==> config.mk <==
export PLATFORM = sky130hd
export DESIGN_NAME = fifo_wr_arbiter
export DESIGN_NICKNAME = d
export VERILOG_FILES = /design/src/rtl/fifo_wr_arb_pkg.sv /design/src/rtl/fifo_wr_arbiter_rr_select.sv /design/src/rtl/fifo_wr_arbiter.sv
export SDC_FILE = /design/constraint.sdc
export NUM_CORES = 1
export LEC_CHECK = 0
export ABC_AREA = 1
export CORE_UTILIZATION = 33
export CTS_CLUSTER_DIAMETER = 200
export DETAILED_ROUTE_END_ITERATION = 12
export PLACE_DENSITY = 0.76
export SETUP_SLACK_MARGIN = 0.2
export SKIP_CTS_REPAIR_TIMING = 1
export SYNTH_ARGS = -nofsm -noshare
export SYNTH_HDL_FRONTEND = slang
export SYNTH_SLANG_ARGS = --single-unit
==> constraint.sdc <==
create_clock -name w_clk -period 1.6 [get_ports w_clk]
set_input_delay 0.24 -clock w_clk [delete_from_list [all_inputs] [get_ports w_clk]]
set_output_delay 0.24 -clock w_clk [all_outputs]
set_load 0.005 [all_outputs]
==> src/rtl/fifo_wr_arb_pkg.sv <==
`default_nettype none
// =====================================================================
// fifo_wr_arb_pkg : shared encodings for the two-requester FIFO write arbiter
// Rev 1.0
// =====================================================================
package fifo_wr_arb_pkg;

  typedef enum logic [1:0] {
    IDLE   = 2'd0,
    GRANT0 = 2'd1,
    GRANT1 = 2'd2
  } state_t;

  localparam logic [1:0] c_GRANT_NONE = 2'b00;
  localparam logic [1:0] c_GRANT_REQ0 = 2'b01;
  localparam logic [1:0] c_GRANT_REQ1 = 2'b10;

  localparam int WR_COUNT_W = 16;

endpackage
`default_nettype wire

==> src/rtl/fifo_wr_arbiter_rr_select.sv <==
`default_nettype none
// =====================================================================
// rr_select : two-way round-robin winner pick (tie goes to rr_ptr)
// Rev 1.0
// =====================================================================
module rr_select (
  input  logic v0,
  input  logic v1,
  input  logic rr_ptr,
  output logic winner,
  output logic any_valid
);

  assign any_valid = v0 | v1;
  assign winner    = (v0 & v1) ? rr_ptr : v1;

endmodule
`default_nettype wire

==> src/rtl/fifo_wr_arbiter.sv <==
`default_nettype none
// =====================================================================
// fifo_wr_arbiter : round-robin burst arbiter feeding one FIFO write port
// Rev 1.0
// =====================================================================
module fifo_wr_arbiter
  import fifo_wr_arb_pkg::*;
#(
  parameter int WIDTH    = 32,
  parameter int ADDRBITS = 4
) (
  input  logic                  w_clk,
  input  logic                  reset,
  input  logic                  req0_valid,
  input  logic [WIDTH-1:0]      req0_data,
  input  logic                  req0_last,
  output logic                  req0_ready,
  input  logic                  req1_valid,
  input  logic [WIDTH-1:0]      req1_data,
  input  logic                  req1_last,
  output logic                  req1_ready,
  input  logic                  f_flag,
  output logic                  wen,
  output logic [WIDTH-1:0]      wdata,
  output logic [1:0]            grant,
  output logic [WR_COUNT_W-1:0] wr_count
);

  localparam int MAX_BURST = 2 ** ADDRBITS;
  localparam logic [ADDRBITS:0] c_MAX_BEAT = MAX_BURST[ADDRBITS:0];

  state_t                  r_state;
  logic                    r_rr_ptr;
  logic [ADDRBITS:0]       r_beat;
  logic [WR_COUNT_W-1:0]   r_wr_count;

  logic                    w_gnt0;
  logic                    w_gnt1;
  logic                    w_sel_valid;
  logic                    w_sel_last;
  logic                    w_other_valid;
  logic                    w_wen;
  logic [ADDRBITS:0]       w_beat_next;
  logic                    w_burst_end;
  logic                    w_winner;
  logic                    w_any_valid;
  logic [WIDTH-1:0]        w_wdata;

  rr_select u_rr_select (
    .v0        (req0_valid),
    .v1        (req1_valid),
    .rr_ptr    (r_rr_ptr),
    .winner    (w_winner),
    .any_valid (w_any_valid)
  );

  assign w_gnt0        = (r_state == GRANT0);
  assign w_gnt1        = (r_state == GRANT1);
  assign w_sel_valid   = (w_gnt0 & req0_valid) | (w_gnt1 & req1_valid);
  assign w_sel_last    = (w_gnt0 & req0_last)  | (w_gnt1 & req1_last);
  assign w_other_valid = (w_gnt0 & req1_valid) | (w_gnt1 & req0_valid);

  // A full FIFO blocks the handshake entirely, so last under f_flag cannot end a burst
  assign w_wen       = w_sel_valid & ~f_flag;
  assign w_beat_next = r_beat + 1'b1;
  assign w_burst_end = w_wen & (w_sel_last | (w_beat_next == c_MAX_BEAT));

  always_comb begin
    w_wdata = '0;
    if (w_gnt0)
      w_wdata = req0_data;
    else if (w_gnt1)
      w_wdata = req1_data;
  end

  always_ff @(posedge w_clk or posedge reset) begin
    if (reset) begin
      r_state    <= IDLE;
      r_rr_ptr   <= 1'b0;
      r_beat     <= '0;
      r_wr_count <= '0;
    end else begin
      if (w_wen)
        r_wr_count <= r_wr_count + 1'b1;
      case (r_state)
        IDLE: begin
          if (w_any_valid)
            r_state <= w_winner ? GRANT1 : GRANT0;
        end
        GRANT0, GRANT1: begin
          if (w_burst_end) begin
            r_beat   <= '0;
            r_rr_ptr <= w_gnt0;
            // Hand straight over to a waiting peer to avoid an idle bubble
            if (w_other_valid)
              r_state <= w_gnt0 ? GRANT1 : GRANT0;
            else
              r_state <= IDLE;
          end else if (w_wen) begin
            r_beat <= w_beat_next;
          end
        end
        default: r_state <= IDLE;
      endcase
    end
  end

  assign req0_ready = w_gnt0 & ~f_flag;
  assign req1_ready = w_gnt1 & ~f_flag;
  assign wen        = w_wen;
  assign wdata      = w_wdata;
  assign wr_count   = r_wr_count;
  assign grant      = w_gnt0 ? c_GRANT_REQ0 : (w_gnt1 ? c_GRANT_REQ1 : c_GRANT_NONE);

endmodule
`default_nettype wire

==> metrics.txt <==
R2R cell count 13; peak fanout along the critical path 7; max capacitance violation total 0; Max Clock Skew 0.0111 ns; Max Fclk 500 MHz; core area 5470 µm²; Synth Warn # 0; area delta synth->final 131%; fin. max-slew vios 0; M1 GR Usage 25.3%; met3 Usage GRT 4.64%; crit path kind flip-flop to output port; RSZ-0062 raised after global routing true; Slew headroom 70.3%; peak supply drop 0.000974 V; first-pass GRT wire length 9890 µm; register area share after synthesis 32.2%; global-route track usage on met2 34.4%; root buffer cell clkbuf_8; remaining global-route overflow 0; drt first pass iters 6; CP Capture Type output port; die area 5960 µm²; Final #Nets 559; die outline width 77.2 µm; CP startpoint kind flip-flop; Reg-to-Reg Start r_state[1]$_DFFE_PP0P_; violated checks setup timing; CTS buffer count 3; pwr dens 1330 nW/µm²; DP Wirelength 4590 µm; Initial Utilization 34.1%; clk slew on worst S/H paths 0.10 ns; Worst-Margin Slew 0.444 ns; antenna cells 0; outcome finished with violations; Post-Syn Instances 275; number of global-route vias before repair 2185; Post-Route Setup TNS -16.06 ns; Die H 77.2 µm; GRT Total Usage 20.1%; LEAKAGE 0.00236 µW; final worst-path cycle share 125%; drt drc 0; Worst Setup Slack, final -0.399 ns; I/O Buffers 123; Final min period 2.00 ns; R2R setup slack -0.37 ns; DRT antenna net count 0; Setup violations, final 59; I/O pin cnt 124; syn nets 353; Yosys cell types 26; clock buffer depth 2; DRT Wirelength 9440 µm; drt via density 5.10; hold crit path type primary input to async pin; Clock Latency Late Sink 0.28 ns; syn avg cell area 6.79 µm²; initial DRC count 153; CP arrival 1.76 ns; clk sink count 24; largest net degree at the start of global routing 35; layout cells sized above 1 40.8%; CTS tree done; GPL Wtd Cong 0.786; Hold WS 0.300 ns; final hold vios 0; global route hottest layer met2; CP required 1.36 ns; mapped cell area 1870 µm²; initial antenna violation count 0; H-tree levels 1; row cnt 27; R2R Path End wr_count[9]$_DFFE_PP0P_; flops & latches, synth 24; WL/cell 17.1 µm; DR vias 2815
## cell usage in the layout, fill, tap and decap left out, types with 4 or more instances in the layout
cell              n
nand3_1          23
clkbuf_16         7
nand2_2          17
buf_2             6
nand2_4           4
dfrtp_2           4
buf_12            5
nand2_1          87
nor2_4            5
ha_1              4
clkdlybuf4s50_1  73
nand3_2          17
dlymetal6s2s_1   18
buf_4            62
buf_6            17
xor2_1           12
nand3_4           6
inv_2             6
clkbuf_8          4
dfrtp_1          20
clkbuf_2         24
inv_1            15
nand4_1           6
nor2_1            9
## logic make-up (layout without fill, tap and decap cells)
group | count (synthesis) | in the layout | share of synthesized area (%)
simple gates | 180 | 180 | 44.0
xor+xnor | 15 | 15 | 7.04
compound gates | 14 | 14 | 4.36
flops | 24 | 24 | 32.2
buf+inv | 35 | 240 | 7.71
fa+ha+maj | 7 | 7 | 4.69
## worst max-delay path: stages, from the launching register on
cell and delay (ns):
dfrtp_1 0.43, buf_6 0.14, ha_4 0.20, buf_4 0.16
clkbuf_16 0.15, buf_4 0.14, nand3_2 0.06, nand2_1 0.04
dlymetal6s2s_1 0.14
## worst max path at each step
stage                           startpoint                  endpoint  slack (ns)  cells past startpoint
finish              r_state[1]$_DFFE_PP0P_                  wdata[9]       -0.40                      8
global route        r_state[0]$_DFFE_PP0P_  wr_count[14]$_DFFE_PP0P_       -0.48                     14
CTS                 r_state[1]$_DFFE_PP0P_                req0_ready       -0.55                      6
detailed placement  r_state[1]$_DFFE_PP0P_  wr_count[14]$_DFFE_PP0P_       -0.25                     13
global placement    r_state[0]$_DFFE_PP0P_                 wdata[28]       -0.21                      6
floorplan           r_state[1]$_DFFE_PP0P_  wr_count[14]$_DFFE_PP0P_        0.03                     12
## routing by layer
layer | wire length [µm] | part of all wire [%]
met5 | 0 | 0
met4 | 331 | 3.5
met3 | 607 | 6.4
met2 | 4780 | 51
met1 | 3720 | 39
## per-stage QoR
stage / setup WS, ns / utilization, % / std cells / instance area, µm² / power (µW)
2_1_floorplan: 0.0260 / - / 275 / 1900 / 2230
3_3_place_gp: -0.209 / 62.0 / 485 / 3390 / 3680
3_5_place_dp: -0.246 / 62.0 / 485 / 3390 / 3720
4_1_cts: -0.552 / 63.0 / 489 / 3450 / 4170
5_1_grt: -0.484 / 78.8 / 552 / 4310 / 6050
6_report: -0.399 / 78.8 / 552 / 4310 / 5750
## area by class of cell
cell class,count,area [µm²]
Inverter,22,90.1
Timing Repair Buffer,214,2070
Multi-Input combinational cell,216,1410
Tap cell,72,90.1
Fill cell,332,1160
Clock buffer,4,55.1
Sequential cell,24,606
## power by group
group | internal [µW] | total [µW] | switching, µW | leakage, µW
Clock | 220 | 432 | 212 | 0.0000288
Combinational | 2320 | 4330 | 2010 | 0.00203
Sequential | 795 | 987 | 192 | 0.000302
## synth_stat cells (all sizes together)
library cell,n,area [µm²]
o21ai,6,30.0
o21a,1,7.51
clkbuf,9,33.8
xnor2,3,26.3
o211ai,2,15.0
xor2,12,105
a21oi,4,20.0
clkinv,1,3.75
ha,7,87.6
a22o,1,8.76
nand4,6,37.5
nand3b,2,15.0
buf,4,27.5
nand3,46,258
dfrtp,24,601
nand2,109,424
nor3,1,5.00
nor2,16,82.6
inv,21,78.8
## flip-flops by register name (all words and copies together) (netlist names)
name      cells
r_state       2
r_rr_ptr      1
r_beat        5
wr_count     16
Note: power is estimated with default switching activity, not from simulation.
==> edit 1, RTL diff (config.mk and constraints unchanged) <==
Change the parameter `WIDTH` from 32 to 16.
--- a/src/rtl/fifo_wr_arbiter.sv
+++ b/src/rtl/fifo_wr_arbiter.sv
@@ -8,3 +8,3 @@
 #(
-  parameter int WIDTH    = 32,
+  parameter int WIDTH    = 16,
   parameter int ADDRBITS = 4
Ports: changed (resized req0_data, req1_data and wdata); port bits go from 124 to 76. The function was not compared with the original's and may differ.
==> edit 1 against the unedited design <==
The run still ends with setup timing left. Count of clock-buffer cells in the layout unchanged. Worst setup slack better by 0.26 ns. First-iteration DRC count down 46%. Sequential cell count stayed put. Wire length is 44% lower. Power decreased by 31%. Cell area fell by 25%. Synthesized area decreased by 12%.
==> edit 1: results (changes against the unedited design) <==
Status
  – Status: finished, violations left
  – Failing checks: setup timing

Setup path
  – Worst EP arrival: 1.50 ns (-0.26 ns)
  – Reg2Reg Launch Point: r_state[0]$_DFFE_PP0P_
  – Critical R2R Capture: wr_count[14]$_DFFE_PP0P_
  – R2R depth: 12 (-1)
  – Crit-path max FO: 6 (-1)

Clock network
  – H-Tree Level Count: 1 (unchanged)
  – Reg clk slew, reported paths: 0.08 ns (-0.02 ns)
  – Latest clock arrival within the worst-skew pair: 0.26 ns (-0.02 ns)
  – Number of CTS-inserted buffers: 3 (unchanged)
  – CTS Buffer Depth: 2 (unchanged)
  – Clock tree root buffer cell: clkbuf_8

Yosys
  – Sequential area share after synthesis: 36.7% (+4.5 points)
  – Synth Flop Type: dfrtp_1
  – Top cells by area, synth: dfrtp_1, nand2_1, nand3_1
  – Yosys cell types: 26 (unchanged)
  – Cell count after synthesis: 221 (-20%)
  – Synth warn: 0 (unchanged)
  – Synthesized net count: 267 (-24%)
  – Commonest cells post-synth: nand2_1, nand3_1, dfrtp_1, inv_1, xor2_1

Global route
  – Largest net degree at the start of global routing: 25 (-29%)
  – Antenna violations before repair: 0 (unchanged)
  – Vias in the first global route: 1647 (-25%)
  – GR Util All Layers: 17.0% (-3.1 points)
  – First-pass GRT wire length: 7160 um (-28%)

STA
  – Worst setup margin: -0.137 ns (+0.261 ns)
  – Slew margin rel.: 79.6% (+9.3 points)
  – Clock Skews: 0.00361 ns (-0.00747 ns)
  – Final setup vio count: 30 (-49%)

Routing
  – 1st-pass router iterations: 4 (-2)
  – Via density: 4.62 (-9.4%)
  – Initial DRC count: 82 (-46%)
  – Routed len/inst: 12.8 um (-25%)

Job
  – # Max-Cap Violations: 0 (unchanged)

Final layout
  – Number of diodes: 0 (unchanged)
  – Non-Filler Instances: 415 (-25%)
  – Share of layout cells above drive strength 1: 36.2% (-4.6 points)
  – Max reg flops: 16 (unchanged)
  – Fin nets: 395 (-29%)

Pwr
  – Maximum VDD drop: 748 uV (-23%)
  – Pleak: 1.82 nW (-23%)

Placed design
  – Post-placement cell count: 378 (-22%)
  – Hpwl dp: 3470 um (-24%)
  – Number of port buffers: 75 (-39%)
  – Dpl ws: -0.234 ns (+0.0124 ns)
  – Gpl congestion: 0.834 (+6.2%)

Hold path
  – Hold Path Class: in -> async
## edit 1: cell count changes in the layout (fill, tap and decap cells not counted), sizes merged
cell / change
buf: -32
nand3: -16
clkbuf: -24
nand2: -32
dlymetal6s2s: +4
clkdlybuf4s50: -32
## edit 1: cell families after synthesis
logic type / synth area share, %
AND/OR/NAND/NOR: 37.8
buffers and inverters: 7.11
flip-flops: 36.7
XOR/XNOR: 8.03
AO/OA/AOI/OAI: 4.97
adder cells (fa/ha/maj): 5.35
## edit 1: metal layers
metal | part of all wire, % | up-vias | GRT usage, % | wire (um)
met5 | 0 | - | 0 | 0
met4 | 1.1 | 0 | 4.58 | 61
met3 | 3.5 | 6 | 2.08 | 184
met2 | 54 | 47 | 30.7 | 2880
met1 | 41 | 906 | 21.3 | 2200
li1 | - | 959 | - | -
## edit 1: final cells by class
type                            instances  area [sq um]
Tap cell                               67          83.8
Multi-Input combinational cell        168          1100
Sequential cell                        24           612
Clock buffer                            4          55.1
Fill cell                             365          1530
Inverter                               22          92.6
Timing Repair Buffer                  130          1280
## edit 1: stage by stage
step	hold slack (ns)	setup TNS (ns)	area, sq um	total power [mW]
2_1_floorplan	0.255	0	1710	1.99
3_3_place_gp	0.501	-2.89	2690	3.01
3_5_place_dp	0.505	-4.22	2690	3.06
4_1_cts	0.320	-9.15	2750	3.48
5_1_grt	0.368	-5.00	3220	4.27
6_report	0.313	-2.35	3220	3.99
## edit 1: how the worst max path moves through the flow
| stage | slack, ns | end | depth (start not counted) | startpoint |
|---|---|---|---|---|
| finish | -0.14 | wdata[10] | 7 | r_state[1]$_DFFE_PP0P_ |
| global route | -0.24 | wr_count[14]$_DFFE_PP0P_ | 12 | r_state[0]$_DFFE_PP0P_ |
| CTS | -0.44 | wdata[7] | 6 | r_state[1]$_DFFE_PP0P_ |
| detailed placement | -0.23 | wen | 5 | f_flag |
| global placement | -0.20 | wen | 5 | f_flag |
| floorplan | 0.12 | r_beat[3]$_DFFE_PP0P_ | 9 | r_state[1]$_DFFE_PP0P_ |
## edit 1: report_power, final
group	leakage, nW	switching [mW]	internal (mW)
Combinational	1.50	1.21	1.39
Clock	0.0288	0.188	0.219
Sequential	0.295	0.184	0.802
## edit 1: worst max-delay path, stage by stage, from the launching register on
cell and delay (ns):
dfrtp_2 0.43, buf_6 0.12, ha_4 0.19, buf_12 0.14
buf_8 0.12, nand3_4 0.07, nand2_2 0.05, clkbuf_2 0.10
==> edit 2, RTL diff (config.mk and constraints unchanged) <==
Without the edit above. Reset style: synchronous (`reset`), changed in one clocked block.
--- a/src/rtl/fifo_wr_arbiter.sv
+++ b/src/rtl/fifo_wr_arbiter.sv
@@ -75,3 +75,3 @@
 
-  always_ff @(posedge w_clk or posedge reset) begin
+  always_ff @(posedge w_clk) begin
     if (reset) begin
Behaviour: differs if reset is asserted again (counterexample within 4 cycles, from zero or initial values and one cycle with reset high); with reset held inactive, the same outputs for 10 cycles.
==> edit 2 against the unedited design <==
The run still ends with setup timing left. Clock power increased by 26%. Critical path depth unchanged. Cell area decreased by 7.4%. Cell count increased by 0.72%. Highest routed layer unchanged. Synthesized area about the same. Core utilization decreased by 5.9 points. Wire length decreased by 15%. Worst setup slack improved by 0.18 ns. Synthesized cell count increased by 14%. Power decreased by 15%. Critical endpoint is now wdata[10]. First-iteration DRC count decreased by 31%. Sequential cell count unchanged.
==> edit 2: results (changes against the unedited design) <==
Placed design
  – Dpl ws: -0.295 ns (-0.0484 ns)
  – Post-DP Area: 3340 sq um (-1.4%)
  – Post-placement cell count: 518 (+6.8%)
  – Gpl congestion: 0.868 (+11%)

Pwr
  – Maximum VDD drop: 726 uV (-25%)
  – Pleak: 2.11 nW (-10%)

Yosys
  – Post-Synth XOR/XNOR Area: 3.28% (-3.8 points)
  – Top cells by area, synth: dfxtp_1, nand2_1, nand3_1
  – Adder-Cell Fraction of Synth Area: 4.69% (about the same)
  – Sequential area share after synthesis: 25.7% (-6.5 points)
  – Commonest cells post-synth: nand2_1, nand3_1, inv_1, dfxtp_1, nor2_1
  – Cell count after synthesis: 314 (+14%)

Setup path
  – Critical R2R Capture: r_beat[4]$_SDFFE_PP0P_
  – Critical path endpoint: wdata[10]
  – Slowest stage delay, CP: 0.35 ns (-0.08 ns)
  – Crit-path max FO: 6 (-1)
  – Register-to-register setup slack: -0.20 ns (+0.17 ns)
  – R2R depth: 11 (-2)
  – Reg2Reg Launch Point: r_state[0]$_SDFFE_PP0P_
  – Worst EP arrival: 1.58 ns (-0.18 ns)

STA
  – Final setup vio count: 55 (-6.8%)
  – Clock Skews: 0.0116 ns (+0.000497 ns)
  – Setup TNS: -8.28 ns (+7.78 ns)
  – Worst setup margin: -0.219 ns (+0.179 ns)
  – Slew margin rel.: 72.2% (+1.9 points)

Global route
  – Vias in the first global route: 2255 (+3.2%)
  – First-pass GRT wire length: 10400 um (+5.2%)
  – Met2 Use GR: 36.1% (+1.7 points)
  – GR Util All Layers: 21.2% (+1.0 points)
  – Met3 Use GR: 4.05% (-0.60 points)
  – Largest net degree at the start of global routing: 22 (-37%)
  – Met1 GRT Util: 26.8% (+1.6 points)

Routing
  – Via count: 2697 (-4.2%)
  – Initial DRC count: 105 (-31%)
  – Routed len/inst: 14.4 um (-16%)

Final layout
  – Non-Filler Instances: 556 (+0.72%)
  – Fill cell instance count of the final layout: 432 (+30%)
  – Share of layout cells above drive strength 1: 35.1% (-5.7 points)

Status
  – Status: finished, violations left
  – Failing checks: setup timing

Hold path
  – Hold Path Class: reg -> reg
edit 2: worst min-delay path by stage:
stage                              from  slack (ns)                  endpoint  cells after the start
3_5_place_dp      r_rr_ptr$_SDFFE_PP0P_        0.46     r_rr_ptr$_SDFFE_PP0P_                      2
4_1_cts           r_rr_ptr$_SDFFE_PP0P_        0.47     r_rr_ptr$_SDFFE_PP0P_                      2
6_report       wr_count[6]$_SDFFE_PP0P_        0.46  wr_count[6]$_SDFFE_PP0P_                      1
2_1_floorplan                     reset        0.39  wr_count[7]$_SDFFE_PP0P_                      2
3_3_place_gp      r_rr_ptr$_SDFFE_PP0P_        0.46     r_rr_ptr$_SDFFE_PP0P_                      2
5_1_grt        wr_count[6]$_SDFFE_PP0P_        0.47  wr_count[6]$_SDFFE_PP0P_                      1
edit 2: per-layer routing:
layer / share of wire, % / vias up
met4: 2.5 / 0
met2: 51 / 109
met5: 0 / -
li1: - / 1342
met1: 40 / 1229
met3: 6.2 / 17
edit 2: critical path, delay by kind of cell (launching register included):
family	cells	cell delay, ns
buffers and inverters	5	0.60
DFF	1	0.35
adders and majority gates	1	0.25
and+or+nand+nor	2	0.09
edit 2: power breakdown:
group	switching [mW]	internal [mW]
Clock	0.208	0.335
Combinational	1.67	2.00
Sequential	0.0462	0.645
Total	1.92	2.98
edit 2: area by class of cell:
class	instances	area (sq um)	share of cell area, %
Tap cell	72	90.1	2.26
Timing Repair inverter	1	8.76	0.219
Timing Repair Buffer	181	1780	44.5
Multi-Input combinational cell	241	1390	34.8
Clock inverter	1	30.0	0.752
Clock buffer	3	41.3	1.03
Sequential cell	24	512	12.8
Inverter	33	141	3.54
